$ cat src/rtl/countdown_timer_if.sv
`default_nettype none
// ============================================================================
// Module      : countdown_timer_if
// Description : Control/status bundle between a timer client and the
//               loadable countdown timer.
// Revision    : 1.0 - initial release
// ============================================================================
interface countdown_timer_if #(
    parameter int WIDTH = 4
);
    logic             load;
    logic [WIDTH-1:0] load_val;
    logic             start;
    logic             stop;
    logic             periodic;
    logic             tick_en;
    logic [WIDTH-1:0] count;
    logic             tc;
    logic             busy;
    logic             done;

    modport master (
        output load, load_val, start, stop, periodic, tick_en,
        input  count, tc, busy, done
    );

    modport slave (
        input  load, load_val, start, stop, periodic, tick_en,
        output count, tc, busy, done
    );
endinterface
`default_nettype wire

$ cat src/rtl/countdown_timer.sv
`default_nettype none
// ============================================================================
// Module      : countdown_timer
// Description : Loadable down-counter with one-shot / periodic modes and a
//               registered one-cycle terminal-count pulse.
// Revision    : 1.0 - initial release
// ============================================================================
module countdown_timer #(
    parameter int WIDTH = 4
) (
    input  wire logic         clk,
    input  wire logic         rst,
    countdown_timer_if.slave  bus
);

    localparam logic [WIDTH-1:0] c_ZERO = '0;
    localparam logic [WIDTH-1:0] c_ONE  = {{(WIDTH-1){1'b0}}, 1'b1};

    typedef enum logic [1:0] {
        S_IDLE = 2'd0,
        S_RUN  = 2'd1,
        S_DONE = 2'd2
    } state_t;

    state_t           r_state;
    logic [WIDTH-1:0] r_count;
    logic [WIDTH-1:0] r_reload;
    logic             r_tc;
    logic             r_busy;
    logic             r_done;

    logic [WIDTH-1:0] w_start_val;
    logic             w_start_ok;

    // A load in the same cycle as start takes effect for that start.
    assign w_start_val = bus.load ? bus.load_val : r_reload;
    assign w_start_ok  = bus.start && !bus.stop && (w_start_val != c_ZERO);

    always_ff @(posedge clk or posedge rst) begin
        if (rst) begin
            r_state  <= S_IDLE;
            r_count  <= c_ZERO;
            r_reload <= c_ZERO;
            r_tc     <= 1'b0;
            r_busy   <= 1'b0;
            r_done   <= 1'b0;
        end else begin
            r_tc <= 1'b0;
            if (bus.load) begin
                r_reload <= bus.load_val;
            end

            case (r_state)
                S_RUN: begin
                    if (bus.stop) begin
                        r_state <= S_IDLE;
                        r_busy  <= 1'b0;
                    end else if (w_start_ok) begin
                        r_count <= w_start_val;
                    end else if (bus.tick_en) begin
                        if (r_count == c_ONE) begin
                            r_tc <= 1'b1;
                            if (bus.periodic) begin
                                // Reloading a zero period ends the run.
                                r_count <= r_reload;
                                if (r_reload == c_ZERO) begin
                                    r_state <= S_IDLE;
                                    r_busy  <= 1'b0;
                                end
                            end else begin
                                r_count <= c_ZERO;
                                r_state <= S_DONE;
                                r_busy  <= 1'b0;
                                r_done  <= 1'b1;
                            end
                        end else if (r_count != c_ZERO) begin
                            r_count <= r_count - c_ONE;
                        end
                    end
                end

                default: begin
                    if (w_start_ok) begin
                        r_count <= w_start_val;
                        r_state <= S_RUN;
                        r_busy  <= 1'b1;
                        r_done  <= 1'b0;
                    end else if (bus.load) begin
                        r_count <= bus.load_val;
                        r_done  <= 1'b0;
                    end
                end
            endcase
        end
    end

    assign bus.count = r_count;
    assign bus.tc    = r_tc;
    assign bus.busy  = r_busy;
    assign bus.done  = r_done;

endmodule
`default_nettype wire

$ cat src/flat_wrapper.sv
// flat-port wrapper written by rule: the top's interface ports become plain ports
module countdown_timer_flat 
#(
    parameter int WIDTH = 4
)
  (clk, rst, bus_load, bus_load_val, bus_start, bus_stop, bus_periodic, bus_tick_en, bus_count, bus_tc, bus_busy, bus_done);
  countdown_timer_if #(.WIDTH(WIDTH)) bus_i ();
  input  wire logic clk;
  input  wire logic rst;
  input wire logic [$bits(bus_i.load)-1:0] bus_load;
  input wire logic [$bits(bus_i.load_val)-1:0] bus_load_val;
  input wire logic [$bits(bus_i.start)-1:0] bus_start;
  input wire logic [$bits(bus_i.stop)-1:0] bus_stop;
  input wire logic [$bits(bus_i.periodic)-1:0] bus_periodic;
  input wire logic [$bits(bus_i.tick_en)-1:0] bus_tick_en;
  output wire logic [$bits(bus_i.count)-1:0] bus_count;
  output wire logic [$bits(bus_i.tc)-1:0] bus_tc;
  output wire logic [$bits(bus_i.busy)-1:0] bus_busy;
  output wire logic [$bits(bus_i.done)-1:0] bus_done;
  assign bus_i.load = bus_load;
  assign bus_i.load_val = bus_load_val;
  assign bus_i.start = bus_start;
  assign bus_i.stop = bus_stop;
  assign bus_i.periodic = bus_periodic;
  assign bus_i.tick_en = bus_tick_en;
  assign bus_count = bus_i.count;
  assign bus_tc = bus_i.tc;
  assign bus_busy = bus_i.busy;
  assign bus_done = bus_i.done;
  countdown_timer #(.WIDTH(WIDTH)) u_core (.clk(clk), .rst(rst), .bus(bus_i));
endmodule
$ cat config.mk
export PLATFORM = sky130hd
export DESIGN_NAME = countdown_timer_flat
export DESIGN_NICKNAME = d
export VERILOG_FILES = /design/src/rtl/countdown_timer_if.sv /design/src/rtl/countdown_timer.sv /design/src/flat_wrapper.sv
export SDC_FILE = /design/constraint.sdc
export NUM_CORES = 1
export LEC_CHECK = 0
export BUFFER_PORTS_ARGS = -buffer_cell sky130_fd_sc_hd__buf_2
export CORE_ASPECT_RATIO = 1.75
export CORE_UTILIZATION = 30
export CTS_CLUSTER_SIZE = 16
export DETAILED_ROUTE_END_ITERATION = 12
export SYNTH_ARGS = -nofsm -noshare
export SYNTH_HDL_FRONTEND = slang
export SYNTH_SLANG_ARGS = --single-unit
$ cat constraint.sdc
create_clock -name clk -period 2.5 [get_ports clk]
set_input_delay 0.125 -clock clk [delete_from_list [all_inputs] [get_ports clk]]
set_output_delay 0.125 -clock clk [all_outputs]
set_load 0.1 [all_outputs]
==> results.cfg <==
[run_status]
status = finished, final reports clean

[die]
die_area_mm2 = 0.00302
die_y_um = 71.9
io_pins = 18
rows = 25
core_area_mm2 = 0.00269
die_x_um = 42.0
initial_core_util = 0.312

[clocking]
root_buffer = clkbuf_8
postCtsSetupRepairBufs = 0
cts_tree = yes
cts.sinks = 12
clk_latency_ps = 250
cts_max_level = 1
cts_buffer_depth = 2
numCtsBuffers = 3
cts_resized = 0
cts_hold_buffers = 1
cts.clk_slew.worst_paths_ps = 60

[synth]
ys_warn_count = 0
synth.most_common_cell = dfrtp_1
syn_area_per_cell_um2 = 9.42
synth_area_leaders = dfrtp_1 36%, mux2_2 6.7%, ha_1 4.5%
yosys.area.top_type = dfrtp_1
async_reset_ff_frac = 1.00
synth_top_area_share = 0.358
netlist_area_um2 = 838
syn_nets = 103
synthCells = 89
yosysSeqAreaShare = 0.358
synth_edf_count = 0
ys.flop_type = dfrtp_1
synth_top_cells_by_count = 12 x dfrtp_1, 5 x mux2_2, 5 x nand2_1, 5 x nor2_1
synth.distinct_cells = 42
synth-seq-cells = 12

[timing]
finalCritPeriodShare = 0.827
setup_viol = 0
tightest_slew_ps = 520
worst_slew_margin_rel = 0.653
period_minus_slack_ps = 2070
max_freq_mhz = 483
tns_ps = 0
slew_viol_final = 0
rsz0062_at_grt = no
hold_viol_final = 0
holdWs_ps = 157
finClkSkew_ps = 6.70

[placed_design]
dpl.hpwl_um = 1800
port_buffers = 17
gp_congestion = 0.844

[worst_setup_path]
critPathRequiredTime_ps = 2660
critPathArrivalTime_ps = 2230
endpoint_kind = register
crit_type = reg -> reg
critPathMaxFanout = 6
start_kind = register

[cells_and_area]
antenna_cells = 0
layout-area-overhead-vs-synth_pct = 20.3
final_nets = 124
final_layout_size_suffix_gt1_frac = 0.257

[route]
ant_nets = 0
wirelength_um = 2350
drt-pass1-iter-count = 4
first_iter_violations = 24
drcViolationCount = 0
via_count = 821
viasPerCell = 6.04
routedWlPerCell_um = 17.3

[flow_run]
drv_cap = 0

[pwr]
power_density_mw_per_mm2 = 811
cellLeakagePower_nw = 0.438
power_mw = 0.818
peakVddDrop_uv = 255

[grt]
grt_pass1_wl_um = 3870
grt_start_max_net_pins = 13
grt_pass1_vias = 816
grt-ovfl-total = 0
grtUsageTotal = 0.173
antenna_found_initial = 0

[worst_hold_path]
hold_path_class = in -> reg
## path summary, 6_finish.rpt
path / to / cells after the start / start / slack [ps]
worst min register to register: u_core.bus.done / 1 / u_core.bus.done / 500
max in group asynchronous: u_core.bus.count[0] / 3 / rst / 1670
worst max-delay path: u_core.bus.count[1] / 5 / u_core.bus.count[0] / 430
worst max register to register: u_core.bus.count[1] / 5 / u_core.bus.count[0] / 430
worst min-delay path: u_core.r_reload[3] / 2 / bus_load_val[3] / 160
min in group asynchronous: u_core.r_reload[0] / 3 / rst / 450
## final cells by class
class / count / area [um2]
multi-input cells: 70 / 510
well taps: 27 / 33.8
repair buffers: 19 / 103
flip-flops and latches: 12 / 302
inverters: 4 / 15.0
clock buffers: 4 / 45.0
fillers: 288 / 1680
## state kept, by name, indices dropped and copies added, names as in the netlist
register / count
u_core.r_reload: 4
u_core.bus.tc: 1
u_core.r_state: 2
u_core.bus.count: 4
u_core.bus.done: 1
## cells by family after synthesis
kind of cell / after synthesis / share of synthesized area
compound gates: 29 / 0.245
fa+ha+maj: 3 / 0.0448
buf+inv: 7 / 0.0328
flops: 12 / 0.358
mux: 7 / 0.0925
simple gates: 31 / 0.227
## report_power, final
part | internal (mW) | switching [mW] | leakage [nW]
combinational | 0.104 | 0.260 | 0.269
sequential | 0.222 | 0.0430 | 0.147
clock | 0.113 | 0.0764 | 0.0228
total | 0.439 | 0.379 | 0.438
## per-layer routing
| layer | wire (um) | part of all wire | up-vias | global-route usage |
|---|---|---|---|---|
| li1 | - | - | 388 | - |
| met1 | 883 | 0.38 | 399 | 0.180 |
| met2 | 1310 | 0.56 | 26 | 0.314 |
| met3 | 86 | 0.037 | 8 | 0.0348 |
| met4 | 71 | 0.030 | 0 | 0.0968 |
| met5 | 0 | 0 | - | 0 |
## through the flow
stage | utilization | cell area [um2] | std cells | worst slack (ps)
after floorplan | - | 840 | 89 | 3.53
after global placement | 0.354 | 953 | 131 | 548
after detailed placement | 0.354 | 953 | 131 | 524
after CTS | 0.375 | 1010 | 136 | 481
after global routing | 0.375 | 1010 | 136 | 245
final | 0.375 | 1010 | 136 | 432
## layout by cell type, fill, tap and decap left out, types with 3 or more instances in the layout
master	n
dfrtp_1	11
o211ai_1	3
o21ai_0	3
inv_1	4
clkbuf_8	3
buf_2	17
nand2_1	5
a211oi_1	3
ha_1	3
nor2_1	5
a31oi_1	3
a21oi_1	4
nor3_1	3
mux2_2	5
## worst max-delay path, stage by stage, from the launching register on
cell and delay (ps):
dfrtp_2 440, ha_1 270, nor4b_1 410, a2bb2oi_1 400, o21ai_0 270, a31oi_1 180
No activity file was read; power rests on OpenSTA's default activity.
